### config.mk
export PLATFORM = sky130hd
export DESIGN_NAME = writeback_unit
export DESIGN_NICKNAME = d
export VERILOG_FILES = /design/src/rtl/writeback_unit.sv
export SDC_FILE = /design/constraint.sdc
export NUM_CORES = 1
export LEC_CHECK = 0
export ABC_AREA = 1
export CORE_ASPECT_RATIO = 1.5
export CORE_MARGIN = 4
export CORE_UTILIZATION = 45
export DETAILED_ROUTE_END_ITERATION = 7
export PLACE_DENSITY = 0.75
export SYNTH_ARGS = -nofsm -noshare
export SYNTH_HDL_FRONTEND = slang
export SYNTH_SLANG_ARGS = --single-unit
export TNS_END_PERCENT = 50
### constraint.sdc
create_clock -name clk -period 10.5 [get_ports clk]
set_clock_uncertainty 0.15 [all_clocks]
set_input_delay 3.15 -clock clk [delete_from_list [all_inputs] [get_ports clk]]
set_output_delay 3.15 -clock clk [all_outputs]
set_load 0.005 [all_outputs]
### src/rtl/writeback_unit.sv
// Write-side front end of the 32x32 register file: merges ALU results and a single
// outstanding load into one registered write port and tracks the pending load destination.
module writeback_unit #(
  parameter int FIFO_DEPTH = 2
) (
  input  logic        clk,
  input  logic        rst,
  input  logic        alu_valid_i,
  output logic        alu_ready_o,
  input  logic [4:0]  alu_reg_num_i,
  input  logic [31:0] alu_data_i,
  input  logic        ld_issue_i,
  output logic        ld_ready_o,
  input  logic [4:0]  ld_reg_num_i,
  input  logic        ld_data_valid_i,
  input  logic [31:0] ld_data_i,
  output logic        wr_en_o,
  output logic [4:0]  wr_reg_num_o,
  output logic [31:0] wr_data_o,
  output logic [31:0] pending_o,
  output logic        ld_err_o
);

  // state   | meaning
  // LD_IDLE | no load outstanding, ld_issue_i accepted
  // LD_WAIT | load issued, waiting for its data
  // LD_DONE | load data sits in the output stage; bookkeeping clears at end of cycle
  typedef enum logic [1:0] {LD_IDLE, LD_WAIT, LD_DONE} ld_state_t;

  localparam int PW = $clog2(FIFO_DEPTH);
  localparam logic [PW:0] DEPTH_C = (PW+1)'(FIFO_DEPTH);

  ld_state_t   state, state_next;
  logic [4:0]  ld_dest;

  logic [4:0]  mem_reg  [FIFO_DEPTH];
  logic [31:0] mem_data [FIFO_DEPTH];
  logic [PW-1:0] wr_ptr, rd_ptr;
  logic [PW:0]   count;

  logic alu_accept, alu_useful, ld_win, push, pop, bypass;

  assign alu_ready_o = (count < DEPTH_C);
  assign alu_accept  = alu_valid_i && alu_ready_o;
  assign alu_useful  = alu_accept && (alu_reg_num_i != 5'd0);
  // A load returning to r0 is dropped and does not claim the output stage.
  assign ld_win      = (state == LD_WAIT) && ld_data_valid_i && (ld_dest != 5'd0);
  assign pop         = !ld_win && (count != '0);
  assign bypass      = !ld_win && (count == '0) && alu_useful;
  assign push        = alu_useful && !bypass;

  always_ff @(posedge clk) begin
    if (rst) state <= LD_IDLE;
    else     state <= state_next;
  end

  always_comb begin
    state_next = state;
    case (state)
      LD_IDLE: if (ld_issue_i)      state_next = LD_WAIT;
      LD_WAIT: if (ld_data_valid_i) state_next = LD_DONE;
      LD_DONE:                      state_next = LD_IDLE;
      default:                      state_next = LD_IDLE;
    endcase
  end

  always_comb begin
    ld_ready_o = (state == LD_IDLE);
    pending_o  = '0;
    if (state != LD_IDLE && ld_dest != 5'd0) pending_o[ld_dest] = 1'b1;
  end

  always_ff @(posedge clk) begin
    if (rst) begin
      ld_dest  <= '0;
      ld_err_o <= 1'b0;
    end else begin
      if (state == LD_IDLE && ld_issue_i) ld_dest <= ld_reg_num_i;
      if ((ld_issue_i && state != LD_IDLE) || (ld_data_valid_i && state != LD_WAIT))
        ld_err_o <= 1'b1;
    end
  end

  always_ff @(posedge clk) begin
    if (push) begin
      mem_reg[wr_ptr]  <= alu_reg_num_i;
      mem_data[wr_ptr] <= alu_data_i;
    end
  end

  always_ff @(posedge clk) begin
    if (rst) begin
      wr_ptr <= '0;
      rd_ptr <= '0;
      count  <= '0;
    end else begin
      if (push) wr_ptr <= wr_ptr + 1'b1;
      if (pop)  rd_ptr <= rd_ptr + 1'b1;
      case ({push, pop})
        2'b10:   count <= count + 1'b1;
        2'b01:   count <= count - 1'b1;
        default: count <= count;
      endcase
    end
  end

  always_ff @(posedge clk) begin
    if (rst) begin
      wr_en_o      <= 1'b0;
      wr_reg_num_o <= '0;
      wr_data_o    <= '0;
    end else if (ld_win) begin
      wr_en_o      <= 1'b1;
      wr_reg_num_o <= ld_dest;
      wr_data_o    <= ld_data_i;
    end else if (pop) begin
      wr_en_o      <= 1'b1;
      wr_reg_num_o <= mem_reg[rd_ptr];
      wr_data_o    <= mem_data[rd_ptr];
    end else if (bypass) begin
      wr_en_o      <= 1'b1;
      wr_reg_num_o <= alu_reg_num_i;
      wr_data_o    <= alu_data_i;
    end else begin
      wr_en_o      <= 1'b0;
    end
  end

endmodule

; ---- After elaboration in Yosys (flattened, before gate mapping)
; Memories as Yosys holds them, arrays and structs flattened. A register that Yosys moved wholly into a read port is not among the register bits.
; Index checks and enable logic that the tools add are counted.
[word_totals]
memories = 2
register_bits = 50
input_bits = 79
out_inout_bits = 73
mem_bits_rw = 74
[op_classes]
n_addsub = 4
mux = 22
eq_ne = 6
reduce_logical = 25
magnitude_cmp = 3
[memory_table]
columns = name, depth, word_bits, rd, rd_ports_with_merged_regs, write_ports, line_no
row1 = mem_data, 2, 32, 1, 1, 1, 37  ; logic [31:0] mem_data [FIFO_DEPTH];
row2 = mem_reg, 2, 5, 1, 1, 1, 36  ; logic [4:0] mem_reg [FIFO_DEPTH];
[ops]
columns = op, count
row1 = $mux W32, 4
row2 = $mux W5, 3
row3 = $logic_and A1 B1 Y1, 13
row4 = $mux W1, 10
row5 = $reduce_bool A5 Y1, 2
row6 = $pmux W2 S2, 2
row7 = $lt A5 B6 Y1 const B, 1
row8 = $reduce_bool A2 Y1, 3
row9 = $demux W1 S5, 1
row10 = $ge A5 B1 Y1 const B, 1
row11 = $eq A2 B1 Y1 const B, 2
row12 = $logic_not A2 Y1, 2
row13 = $mux W2, 2
row14 = $ne A2 B2 Y1 const B, 2
row15 = $reduce_bool A3 Y1, 1
row16 = $add A1 B1 Y1 const B, 2
row17 = $add A2 B1 Y2 const B, 1
row18 = $eq A2 B2 Y1 const B, 1
row19 = $logic_not A1 Y1, 2
row20 = $lt A2 B2 Y1 const B, 1
row21 = $ne A2 B1 Y1 const B, 1
row22 = $reduce_and A2 Y1, 1
row23 = $sub A2 B1 Y2 const B, 1
row24 = $logic_or A1 B1 Y1, 1

; ---- Longest topological paths before layout
[logic_depth]
ltp_word = 10
depth_mapped = 13

; ---- Worst setup path before layout
; OpenSTA, ideal clock, no wires.
[synth_timing]
kind = input-to-reg
from = in ld_data_valid_i
to = mem mem_data[1][0] (enable)
slack_ps = 4569
setup_ps = 431
stages = 7
t_arrival_ps = 5350
t_required_ps = 9919
path_buffers = 1
path_cell_list = inv_1 -> nor2_2 -> nand2_4 -> buf_8 -> nand2_8 -> nand2_1 -> nor2_1
[synth_between]
elab_chain_len = 9
[synth_rtl]
columns = element, line_no
row1 = start: declaration, 15  ; input logic ld_data_valid_i,
row2 = $logic_and A1 B1 Y1 (2 in series), 47  ; assign ld_win = (state == LD_WAIT) && ld_data_valid_i && (ld_dest != 5'd0);
row3 = $logic_not A1 Y1, 49  ; assign bypass = !ld_win && (count == '0) && alu_useful;
row4 = $logic_and A1 B1 Y1 (2 in series), 49
row5 = $logic_not A1 Y1, 50  ; assign push = alu_useful && !bypass;
row6 = $logic_and A1 B1 Y1, 50
row7 = $mux W1, 85  ; if (push) begin
row8 = $mux W1 (not written as such), 87  ; mem_data[wr_ptr] <= alu_data_i;
row9 = end: declaration, 37
; No other way between the ends.

; ---- Worst setup path in the final report
[layout_timing]
from = in ld_data_valid_i
to = mem mem_data[1][2] (enable)
; Same word-level chain as after synthesis.

==> flow_metrics.tcl <==
set metrics [dict create \
    ctsHoldBuffers 0 \
    die_w_um 101 \
    die_area_mm2 0.0148 \
    cts_max_level 4 \
    synthToLayoutAreaGrowth_pct 35.2 \
    hold_slack_ns 0.305 \
    yosysUniqueCellTypes 34 \
    core_mm2 0.0126 \
    fin_crit_sh 0.641 \
    hold_violations 0 \
    outcome "completed" \
    switchingPower_mw 0.614 \
    grt_pass1_wl_um 24200 \
    mostFrequentLayoutCells "158 x nand2_1, 150 x clkdlybuf4s50_1, 124 x nor2_1, 74 x edfxtp_1, 68 x inv_1" \
    path_class "in2reg" \
    tightest_slew_ns 1.16 \
    grt_max_degree 75 \
    cts.path.max_buffers 2 \
    hp-start "wr_data_o[12]$_SDFFE_PP0P_" \
    final_common_cell "nand2_1" \
    comb_power_share 0.328 \
    track_usage 0.209 \
    post-route-min-period_ns 6.73 \
    cp_top_family "simple AND/OR/NAND/NOR gates" \
    nets 904 \
    synth_seq_cells 125 \
    fin_tns_setup_ns 0 \
    cts_buffers 17 \
    die_h_um 147 \
    yosysWarnings 0 \
    vdd_ir_drop_max_mv 0.179 \
    post-route-drc-count 0 \
    syn-instance-count 691 \
    power.clock.fraction 0.288 \
    design_area_mm2 0.00785 \
    synth.net_count 771 \
    yosysSeqAreaShare 0.559 \
    switching_share 0.332 \
    grt-ovfl-total 0 \
    end_kind "flip-flop" \
    synth_edf_count 74 \
    fmax_ghz 0.149 \
    clock_sinks 125 \
    startpoint "ld_data_valid_i" \
    synthFlopType "edfxtp_1" \
    drive_above_1_share 0.0573 \
    vias_per_cell 5.06 \
    largest_reg_flops 64 \
    wl_per_cell_um 15.4 \
    power_frac_seq 0.385 \
    r2r-start "state[1]$_SDFFE_PP0P_" \
    path_cells "clkdlybuf4s50_1 -> inv_1 -> nor2_2 -> nand2_4 -> nand2_8 -> nand2_1 -> nor2_4" \
    cp_slowest_stage_delay_ns 0.87 \
    cts_setup_buffers 0 \
    dr.pass1.iters 6 \
    finalSetupViolations 0 \
    startpoint_type "input pin" \
    portBuffers 150 \
    ctsResizeCount 0 \
    place_area_mm2 0.00730 \
    gp_congestion 0.917 \
    maxCapViolCount 0 \
    critPathMaxFanout 47 \
    relSlewSlack 0.230 \
    p_int_mw 1.23 \
    routed_wl_um 15300 \
    slowest_stage "nor2_4" \
    critPathArrivalTime_ns 6.60 \
    drv_slew 0 \
    cellLeakagePower_nw 3.22 \
    start_util 0.461 \
    postRouteAntennaNets 0 \
    p_total_mw 1.85 \
    num_rows 50 \
    ys_async_sr_fraction 0 \
    syn_area_per_cell_um2 8.40 \
    clkTransAtPathRegs_ns 0.05 \
    antenna_found_initial 0 \
    cts-root-buf "clkbuf_16" \
    rsz0062_at_grt "no" \
    worstPathRequired_ns 10.37 \
    power_density_mw_per_mm2 235 \
    path_buf_inv 2 \
    drtIter0Drc 363 \
    diodes 0 \
    clkLatencyLatePin_ns 0.41 \
    vias 5024 \
    final_util 0.624 \
    dpl.hpwl_um 10600 \
    grt_pass1_vias 5042 \
    io_pins 152 \
    synth_area_mm2 0.00580 \
    hold_path.class "reg2reg" \
    cts_tree "built" \
]
## kinds of logic (layout without fill, tap and decap cells)
| family | count (synthesis) | after routing | share of synthesized area |
|---|---|---|---|
| XOR/XNOR | 1 | 1 | 0.00151 |
| buffers and inverters | 108 | 254 | 0.0824 |
| other | 1 | 1 | 0.000646 |
| adder cells (fa/ha/maj) | 1 | 1 | 0.00216 |
| AND/OR/NAND/NOR | 375 | 375 | 0.284 |
| flip-flops | 125 | 125 | 0.559 |
| AO/OA/AOI/OAI | 80 | 80 | 0.0703 |
## Yosys cell counts, types with 2 or more instances
| cell | n | area, µm² |
|---|---|---|
| edfxtp_1 | 74 | 2220 |
| buf_4 | 7 | 52.6 |
| o21ai_1 | 11 | 55.1 |
| nand4_1 | 4 | 25.0 |
| clkbuf_1 | 13 | 48.8 |
| buf_6 | 3 | 33.8 |
| nand3_2 | 2 | 20.0 |
| inv_1 | 69 | 259 |
| nand3_1 | 42 | 210 |
| o21ai_0 | 55 | 275 |
| nor3_1 | 7 | 35.0 |
| nand2_1 | 158 | 593 |
| dfxtp_1 | 51 | 1020 |
| nor2_1 | 126 | 473 |
| inv_2 | 3 | 11.3 |
| a21oi_1 | 11 | 55.1 |
| nor2_4 | 2 | 22.5 |
| nand3b_1 | 21 | 158 |
| nor2_2 | 8 | 50.1 |
| buf_1 | 2 | 7.51 |
| buf_2 | 9 | 45.0 |
## power groups by stage
stage          sequential, mW  clock [mW]  combinational [mW]
6_report                0.710       0.531               0.605
5_1_grt                 0.724       0.561               0.678
4_1_cts                 0.711       0.534               0.610
3_5_place_dp            0.719           0               0.604
3_3_place_gp            0.716           0               0.588
2_1_floorplan           0.689           0               0.395
## per-layer routing
metal | GRT usage | routed length [µm]
met1 | 0.225 | 5760
met2 | 0.374 | 8110
met3 | 0.0508 | 1010
met4 | 0.0998 | 430
met5 | 0 | 0
## final timing paths
check	end	depth (start not counted)	slack (ns)
max reg2reg	mem_data[1][2]$_DFFE_PP_	7	6.64
min reg2reg	wr_data_o[12]$_SDFFE_PP0P_	2	0.30
min	wr_data_o[12]$_SDFFE_PP0P_	2	0.30
max	mem_data[1][2]$_DFFE_PP_	7	3.77
## stage by stage
stage	setup slack (ns)	std cells
floorplan	4.57	691
global placement	3.48	961
detailed placement	3.37	961
CTS	3.77	993
global route	3.54	993
finish	3.77	993
## final cells by class
type | count | area (µm²)
fill | 1079 | 4730
sequential | 125 | 3240
multi-input combinational | 458 | 2090
timing repair buffer | 150 | 1500
clock buffer | 31 | 538
inverter | 72 | 270
tap | 156 | 195
clock inverter | 1 | 5.00
## tightest hold or removal path, stage by stage, from the launching register on
cell and delay, ns:
dfxtp_1 0.31, nand2_1 0.06, nand2_1 0.04
Note: power is estimated with default switching activity, not from simulation.
